**config.mk**
```make
export PLATFORM = sky130hd
export DESIGN_NAME = sync_fifo
export DESIGN_NICKNAME = d
export VERILOG_FILES = /design/src/rtl/sync_fifo.sv
export SDC_FILE = /design/constraint.sdc
export NUM_CORES = 1
export LEC_CHECK = 0
export CAP_MARGIN = 20
export CORE_MARGIN = 2
export CORE_UTILIZATION = 50
export CTS_BUF_LIST = sky130_fd_sc_hd__clkbuf_8
export CTS_CLUSTER_DIAMETER = 200
export CTS_CLUSTER_SIZE = 14
export DETAILED_ROUTE_END_ITERATION = 8
export GPL_ROUTABILITY_DRIVEN = 0
export GPL_TIMING_DRIVEN = 0
export PLACE_DENSITY_LB_ADDON = 0.05
export SLEW_MARGIN = 20
export SYNTH_ARGS = -nofsm -noshare
export SYNTH_HDL_FRONTEND = slang
export SYNTH_SLANG_ARGS = --single-unit
```
**constraint.sdc**
```tcl
create_clock -name clk -period 10.1 [get_ports clk]
set_input_delay 1.01 -clock clk [delete_from_list [all_inputs] [get_ports clk]]
set_output_delay 1.01 -clock clk [all_outputs]
set_load 0.005 [all_outputs]
```
**src/rtl/sync_fifo.sv**
```systemverilog
// Single-clock first-word-fall-through FIFO with occupancy counter.
module sync_fifo #(
   parameter int unsigned WIDTH = 64,
   parameter int unsigned DEPTH = 8
) (
   input  logic             clk,
   input  logic             rst_n,
   input  logic             push,
   input  logic             pop,
   input  logic [WIDTH-1:0] wdata,
   output logic [WIDTH-1:0] rdata,
   output logic             empty,
   output logic             full
);

   localparam int unsigned    AW       = (DEPTH > 1) ? $clog2(DEPTH) : 1;
   localparam logic [AW-1:0]  PTR_ONE  = AW'(1);
   localparam logic [AW:0]    CNT_ONE  = (AW + 1)'(1);
   localparam logic [AW:0]    CNT_FULL = (AW + 1)'(DEPTH);

   logic [WIDTH-1:0] r_mem [DEPTH];
   logic [AW-1:0]    r_wptr;
   logic [AW-1:0]    r_rptr;
   logic [AW:0]      r_count;
   logic             w_do_push;
   logic             w_do_pop;

   assign empty     = (r_count == '0);
   assign full      = (r_count == CNT_FULL);
   // A pop frees the slot for a push on the same edge when full.
   assign w_do_pop  = pop && !empty;
   assign w_do_push = push && (!full || w_do_pop);
   assign rdata     = empty ? '0 : r_mem[r_rptr];

   // Pointer and occupancy update.
   always_ff @(posedge clk) begin
      if (!rst_n) begin
         r_wptr  <= '0;
         r_rptr  <= '0;
         r_count <= '0;
      end else begin
         if (w_do_push) r_wptr <= r_wptr + PTR_ONE;
         if (w_do_pop)  r_rptr <= r_rptr + PTR_ONE;
         case ({w_do_push, w_do_pop})
            2'b10:   r_count <= r_count + CNT_ONE;
            2'b01:   r_count <= r_count - CNT_ONE;
            default: r_count <= r_count;
         endcase
      end
   end

   // Storage array, written only on an effective push.
   always_ff @(posedge clk) begin
      if (rst_n && w_do_push) r_mem[r_wptr] <= wdata;
   end

endmodule

```
* Word level (Yosys, flattened, before mapping)
Memory sizes are Yosys's and may differ from the RTL's. A register that Yosys moved wholly into a read port is not among the register bits. Cells that the tools add are included.
Word-level totals: bits in latches 0, memories kept 1, bits in read-only memories 0, RAM bits 512, output and inout bits 66, word-level logic and storage cells 25, input port bits 68, flip-flop bits (word level) 10
Operators by class: muxes and demuxes 6, $add $sub $neg 4, bitwise operators 0, div/mod/pow operators 0, shift-type cells 0, magnitude comparators 0, eq/ne operators 3, reductions and logical operators 8, $mul 0
Memories:
- r_mem | depth 8, width 64, rd ports 1, clocked after memory_dff 1, wr ports 1, RTL line 21 | logic [WIDTH-1:0] r_mem [DEPTH];
Operator list (number):
- 64-bit 2-to-1 mux | 1
- 4-bit case mux with 2 select lines | 1
- 3-bit by 1-bit adder with 3-bit output, second input constant | 2
- 3-bit 2-to-1 mux | 2
- 4-bit by 1-bit adder with 4-bit output, second input constant | 1
- 4-bit equality test, second input constant | 1
- 4-bit zero test | 1
- 4-bit by 1-bit subtractor with 4-bit output, second input constant | 1
- 1-bit logical AND | 3
- 2-bit by 1-bit equality test with 1-bit output, second input constant | 1
- 2-bit equality test, second input constant | 1
- 1-bit zero test | 2
- 1-bit 2-to-1 mux | 2
- 2-bit nonzero test | 1
- 1-bit logical OR | 1

* Depth between registers and ports, before layout
Gate-level depths: netlist of run 1.
word-level depth 8, depth in mapped cells 10

* Least setup slack after synthesis of run 1
No wires, ideal clock.
path kind input port to flip-flop, from input port push, to memory r_mem[1][0] (enable), cell stages on the path 3, data required time 9456 ps, arrival 7374 ps, buffers on the path 1, path slack 2082 ps, cell sequence buf_2 o21ai_4 nor4_1
Between the ends: word-level cells in the longest chain between the ends 4
RTL lines:
- start, declared | RTL line 8 | input logic push,
- 1-bit logical AND | RTL line 32 | assign w_do_push = push && (!full || w_do_pop);
- 1-bit logical AND | RTL line 54 | if (rst_n && w_do_push) r_mem[r_wptr] <= wdata;
- 1-bit 2-to-1 mux | RTL line 54
- 1-bit 2-to-1 mux (implied by the code) | RTL line 54
- end, declared | RTL line 21
No other way between the ends.

==> results.ini, run 1 <==
[grt]
met2_use_gr_pct=32.6
grt_antenna_before_repair=2
first_pass_grt_wire_length_mm=62.7
overflow=0
grtUsageMet1_pct=30.2
gr-max-usage-layer=met2
grt_usage_pct=20.7
number_of_global_route_vias_before_repair=9905
global_route.usage.met3_pct=4.09
grt_max_degree=20

[yosys]
postSynthRegisterBits=525
synth.most_common_cell=sky130_fd_sc_hd__edfxtp_1
netlist_instances=893
synth.top_cells.by_area=sky130_fd_sc_hd__edfxtp_1 76%, sky130_fd_sc_hd__mux4_2 14%, sky130_fd_sc_hd__mux2i_1 3.3%, sky130_fd_sc_hd__nor2_1 1.4%, sky130_fd_sc_hd__dfxtp_1 1.3%
yosysWarnings=0
yosysSeqAreaShare_pct=77.7
most_frequently_used_flop_master_after_synthesis=sky130_fd_sc_hd__edfxtp_1
post_synth_num_cell_types=38
yosys.area.top_type=sky130_fd_sc_hd__edfxtp_1
ys_async_sr_fraction_pct=0
synthTopCellsByCount=512 x sky130_fd_sc_hd__edfxtp_1, 128 x sky130_fd_sc_hd__mux4_2, 76 x sky130_fd_sc_hd__nor2_1
synth_edf_count=512
total_nets_after_synthesis=966
syn_area_per_cell_um2=22.5
area_of_the_mapped_netlist_um2=20100
synth_top_cell_area_share_pct=76.4

[clocking]
clock_tree.htree_level_count=2
clkTransAtPathRegs_ns=0.08
cts_root_buf=sky130_fd_sc_hd__clkbuf_8
cts_post_setup_buffers_inserted=0
cts_buffers=43
tritoncts=done
worst_skew_pair.late_latency_ns=0.62
clock_sinks=525
clockBufferDepth=3
cts_resized=0
post_cts_hold_buffer_count=0

[hold_path]
min-delay-path-class=flip-flop to flip-flop

[detailed_routing]
postRouteAntennaNets=0
drt_pre_antenna_iters=4
wl_mm=41.8
drt-wirelength-per-cell_um=24.9
route.detailed.vias_per_inst=5.63
drc_violations=0
via_count=9467
drt_iter0_drc=646

[power]
total_switching_power_mw=1.44
total_leakage_power_nw=7.33
internal_power_mw=3.73
p_clk_share_pct=20.4
power_frac_seq_pct=47.8
irDropWorstVdd_mv=0.114
power.density_cell_area_nw_per_um2=220
power_mw=5.17
pwr-share-comb_pct=31.8
switching_share_pct=27.9

[critical_path]
biggest_fanout_along_the_worst_timing_path=10
worst_ep_arrival_time_ns=3.11
worst-setup-path-type=flip-flop to output port
setup.worst_path.start_class=flip-flop
setup.worst_path.end_class=output port
worst_ep_required_time_ns=9.09

[placement]
port_buffers=132
placed_wire_length_estimate_mm=27.9
preCtsSetupSlack_ns=5.88

[timing]
maxSlewViolCount=0
fmaxAchievable_mhz=243
period_utilization_pct=40.8
timing.final.ws_setup_ns=5.98
report.final.setup_viol=0
clock-skew-final_ns=0.0312
tns_ns=0
final_hold_viol_count=0
grt_setup_unrepaired=no
layout_min_cycle_time_ns=4.12
worst-slew-pin-transition_ns=0.919
timing.slew.headroom_pct=38.7

[run_status]
run_status=completed

[die]
die_w_um=205
chipHeight_um=205
pin_count=134
die_area_um2=41900
rows=73
initial_utilization_pct=50.7
coreArea_um2=39700

[cells_and_area]
finalNetCount=1219
final_util_pct=59.1
layout.filler_cells=2945
area_growth_pct=16.6
fraction_of_layout_instances_using_a_drive_strength_above_1_pct=25.8

[flow_run]
cap_violations=0

==> cells in the final DEF, fill, tap and decap left out, types with 2 or more instances in the layout <==
cell / Yosys / routed
sky130_fd_sc_hd__dfxtp_1: 13 / 13
sky130_fd_sc_hd__buf_2: 23 / 44
sky130_fd_sc_hd__nand3_1: 3 / 3
sky130_fd_sc_hd__inv_1: 4 / 11
sky130_fd_sc_hd__buf_16: 0 / 2
sky130_fd_sc_hd__xor2_1: 4 / 4
sky130_fd_sc_hd__ha_1: 4 / 4
sky130_fd_sc_hd__xnor2_1: 3 / 3
sky130_fd_sc_hd__nor4_2: 0 / 2
sky130_fd_sc_hd__nor2_4: 0 / 2
sky130_fd_sc_hd__mux2i_1: 66 / 66
sky130_fd_sc_hd__edfxtp_1: 512 / 512
sky130_fd_sc_hd__buf_6: 2 / 13
sky130_fd_sc_hd__nand4b_1: 2 / 2
sky130_fd_sc_hd__diode_2: 0 / 2
sky130_fd_sc_hd__nand2b_1: 2 / 2
sky130_fd_sc_hd__buf_1: 4 / 4
sky130_fd_sc_hd__buf_12: 0 / 4
sky130_fd_sc_hd__buf_4: 11 / 49
sky130_fd_sc_hd__nor3_2: 0 / 4
sky130_fd_sc_hd__clkdlybuf4s50_1: 0 / 132
sky130_fd_sc_hd__mux4_2: 128 / 128
sky130_fd_sc_hd__nand2_1: 3 / 3
sky130_fd_sc_hd__clkbuf_1: 4 / 4
sky130_fd_sc_hd__a21oi_1: 3 / 3
sky130_fd_sc_hd__o211ai_1: 2 / 2
sky130_fd_sc_hd__nor2_1: 76 / 74
sky130_fd_sc_hd__clkbuf_8: 0 / 45
==> power groups by stage <==
stage / registers (mW) / logic (mW) / clock network [mW]
floorplan: 2.52 / 0.927 / 0
global placement: 2.54 / 1.66 / 0
detailed placement: 2.52 / 1.68 / 0
CTS: 2.47 / 1.68 / 1.10
global route: 2.48 / 1.78 / 1.17
finish: 2.47 / 1.64 / 1.05
==> cells by family after synthesis <==
group,synth area share (%)
buffers and inverters,1.34
AND/OR/NAND/NOR,2.07
AO/OA/AOI/OAI,0.659
adder cells (fa/ha/maj),0.348
XOR/XNOR,0.305
multiplexers,17.6
flip-flops,77.7
==> state kept, by name, summed over array words and instances, names as in the netlist, named ones only <==
signal and cells:
r_mem 512, r_rptr 3, r_count 4, r_wptr 3
==> area by class of cell <==
cell class                      instances  area, um^2  share of cell area (%)
Antenna cell                            2        5.00                  0.0213
Multi-Input combinational cell        319        4270                    18.2
Inverter                                5        18.8                  0.0800
Tap cell                              525         657                    2.80
Clock buffer                           45         619                    2.64
Clock inverter                          8        35.0                   0.149
Sequential cell                       525       15600                    66.6
Buffer                                 44         250                    1.07
Timing Repair Buffer                  208        1970                    8.40
==> critical path, cell delays in order, from the launching register on <==
cell	delay (ns)
sky130_fd_sc_hd__dfxtp_1	0.35
sky130_fd_sc_hd__buf_2	0.30
sky130_fd_sc_hd__buf_1	0.66
sky130_fd_sc_hd__mux4_2	0.43
sky130_fd_sc_hd__mux2i_1	0.18
sky130_fd_sc_hd__nor2_1	0.09
sky130_fd_sc_hd__clkdlybuf4s50_1	0.49
==> per-stage QoR <==
| step | instance area (um^2) | hold WS, ns | instances |
|---|---|---|---|
| final | 23500 | 0.546 | 1681 |
| after global placement | 22100 | 0.513 | 1550 |
| after floorplan | 20100 | 0.485 | 893 |
| after CTS | 23500 | 0.551 | 1679 |
| after detailed placement | 22800 | 0.526 | 1626 |
| after global routing | 23500 | 0.595 | 1679 |
==> worst paths after layout <==
check / start / endpoint / slack (ns) / depth (start not counted)
max reg2reg: r_count[1]$_SDFFE_PN0P_ / r_mem[1][25]$_DFFE_PP_ / 7.20 / 8
min reg2reg: r_rptr[0]$_SDFFE_PN0N_ / r_rptr[0]$_SDFFE_PN0N_ / 0.55 / 2
max: flip-flop / rdata[54] / 5.98 / 6
min: r_rptr[0]$_SDFFE_PN0N_ / r_rptr[0]$_SDFFE_PN0N_ / 0.55 / 2
==> routing by layer <==
metal / wire (um) / part of all wire, %
met5: 13 / 0.031
met1: 18500 / 44
met4: 746 / 1.8
met3: 2130 / 5.1
met2: 20400 / 49
(Power assumes the default switching activity.)
==> run 2, diff against run 1 <==
==> constraint.sdc (replaced) <==
create_clock -name clk -period 4.2 [get_ports clk]
set_input_delay 0.42 -clock clk [delete_from_list [all_inputs] [get_ports clk]]
set_output_delay 0.42 -clock clk [all_outputs]
set_load 0.005 [all_outputs]
==> run 2 against run 1 <==
Compared with the run above:
- utilization increased by 0.19 points
- design area increased by 0.33%
- worst hold slack got worse by 0.24 ns
- combinational power increased by 140%
- flip-flop and latch count unchanged
- critical path depth decreased by 1
- final cell count decreased by 1.1%
- die area unchanged
==> results.ini, run 2 (synthesized netlist as in run 1, its figures left out) <==
[critical_path]
worst-path-buf-inv=3
worst_r2r_endpoint=r_mem[5][24]$_DFFE_PP_
setup.worst_path.start_class=flip-flop
worst_ep_required_time_ns=3.78
critical_path.reg2reg.startpoint=r_count[1]$_SDFFE_PN0P_
r2r_setup_slack_ns=1.39
crit_path_max_incr_delay_ns=0.76
worst_path_top_cell_family_by_delay=buffers and inverters
biggest_fanout_along_the_worst_timing_path=10
timing.critical_path.slowest_stage_cell=sky130_fd_sc_hd__clkbuf_1
timing.critical_path.cells=clkbuf_1, buf_2, mux2i_1, nor2_1, clkdlybuf4s50_1
r2r_cells=6
worst-setup-path-type=flip-flop to output port
setup.worst_path.end_class=output port
worst_ep_arrival_time_ns=3.10

[timing]
timing.slew.headroom_pct=31.0
fmaxAchievable_mhz=284
period_utilization_pct=83.9
final_hold_viol_count=0
timing.final.ws_setup_ns=0.675
clock-skew-final_ns=0.0160
whs_ns=0.309
maxSlewViolCount=0
grt_setup_unrepaired=no
layout_min_cycle_time_ns=3.52
worst-slew-pin-transition_ns=1.04
report.final.setup_viol=0
tns_ns=0

[clocking]
clockBufferDepth=3
clock_tree.htree_level_count=2
clkTransAtPathRegs_ns=0.09
cts_post_setup_buffers_inserted=0
post_cts_hold_buffer_count=0
tritoncts=done
clock_sinks=525
worst_skew_pair.late_latency_ns=0.58
cts_resized=0
cts_root_buf=sky130_fd_sc_hd__clkbuf_8
cts_buffers=43

[grt]
overflow=0
grt_antenna_before_repair=5
grt_max_degree=19
number_of_global_route_vias_before_repair=9718
first_pass_grt_wire_length_mm=62.1
grt_usage_pct=20.4

[flow_run]
cap_violations=0

[detailed_routing]
drt_pre_antenna_iters=5
drc_violations=0
wl_mm=41.2
drt-wirelength-per-cell_um=24.8
via_count=9450
route.detailed.vias_per_inst=5.68
drt_iter0_drc=751
postRouteAntennaNets=0

[cells_and_area]
top_regs=r_mem: 512 flops, r_count: 4 flops
max_flop_register=r_mem
postLayoutCellArea_um2=23500
multiInputGateArea_um2=4300
fraction_of_layout_instances_using_a_drive_strength_above_1_pct=24.6
layout_common_cells=512 x sky130_fd_sc_hd__edfxtp_1, 132 x sky130_fd_sc_hd__clkdlybuf4s50_1, 128 x sky130_fd_sc_hd__mux4_2, 74 x sky130_fd_sc_hd__nor2_1, 66 x sky130_fd_sc_hd__mux2i_1
area.sequential_um2=15600
area_growth_pct=16.9
layout.cells.most_common=sky130_fd_sc_hd__edfxtp_1
largest_reg_flops=512
finalNetCount=1201
layout.filler_cells=2883
final_util_pct=59.2
final-instance-count-excl-fill=1663

[placement]
detailed_place.area_um2=22900
placed_wire_length_estimate_mm=27.4
placed_cells=1608
port_buffers=132
preCtsSetupSlack_ns=0.471

[power]
power_frac_seq_pct=48.0
internal_power_mw=8.97
power.density_cell_area_nw_per_um2=526
switching_share_pct=27.6
total_switching_power_mw=3.42
pwr-share-comb_pct=31.8
p_clk_share_pct=20.2
power_mw=12.4
total_leakage_power_nw=7.27
irDropWorstVdd_mv=0.297

[die]
coreArea_um2=39700
pin_count=134
chipHeight_um=205
initial_utilization_pct=50.7
rows=73
die_w_um=205
die_area_um2=41900

[hold_path]
min-delay-path-class=input port to flip-flop
hold_depth=4
timing.hold.worst_endpoint=r_wptr[2]$_SDFFE_PN0P_
timing.hold.worst.start=push

[run_status]
run_status=completed

[run 2: cell count changes in the layout (fill, tap and decap cells not counted)]
| cell | previous run | this run |
|---|---|---|
| sky130_fd_sc_hd__buf_2 | 44 | 23 |
| sky130_fd_sc_hd__buf_8 | 0 | 7 |
| sky130_fd_sc_hd__buf_4 | 49 | 42 |
| sky130_fd_sc_hd__nor3_2 | 4 | 3 |
| sky130_fd_sc_hd__buf_12 | 4 | 1 |
| sky130_fd_sc_hd__nor4_2 | 2 | 0 |
| sky130_fd_sc_hd__buf_16 | 2 | 8 |
| sky130_fd_sc_hd__nor3_4 | 0 | 1 |
| sky130_fd_sc_hd__nor4_4 | 0 | 2 |
[run 2: metal layers]
layer  global-route usage [%]  share of wire, %  up-vias
met4                     4.71               1.7        6
met3                     4.09               5.3       53
met2                     32.5                48      213
met1                     29.5                45     5029
met5                        0              0.10        -
li1                         -                 -     4149
[run 2: final cells by class]
type,instances,share of cell area [%]
antenna,2,0.0213
buffer,44,1.06
clock buffer,45,2.63
clock inverter,8,0.149
inverter,5,0.0797
multi-input combinational,319,18.2
sequential,525,66.4
tap,525,2.79
timing repair buffer,190,8.60
[run 2: worst max path at each step]
stage,from,end,slack (ns),cells after the start
6_report,flip-flop,rdata[43],0.68,5
3_3_place_gp,pop,r_mem[3][22]$_DFFE_PP_,-7.12,4
2_1_floorplan,r_count[0]$_SDFFE_PN0P_,r_mem[6][0]$_DFFE_PP_,-1.57,4
3_5_place_dp,rst_n,r_mem[0][20]$_DFFE_PP_,0.47,8
4_1_cts,flip-flop,rdata[13],0.62,6
5_1_grt,flip-flop,rdata[55],0.47,6
[run 2: worst min-delay path, stage by stage]
cell,delay [ns]
sky130_fd_sc_hd__buf_2,0.17
sky130_fd_sc_hd__o211ai_1,0.13
sky130_fd_sc_hd__xor2_1,0.07
sky130_fd_sc_hd__nor2_1,0.07
[run 2: power groups by stage]
stage          clock network [mW]  registers, mW  logic, mW
6_report                     2.51           5.94       3.94
4_1_cts                      2.60           5.95       4.04
2_1_floorplan                   0           6.06       2.23
3_3_place_gp                    0           6.09       3.97
5_1_grt                      2.78           5.96       4.30
3_5_place_dp                    0           6.07       4.03
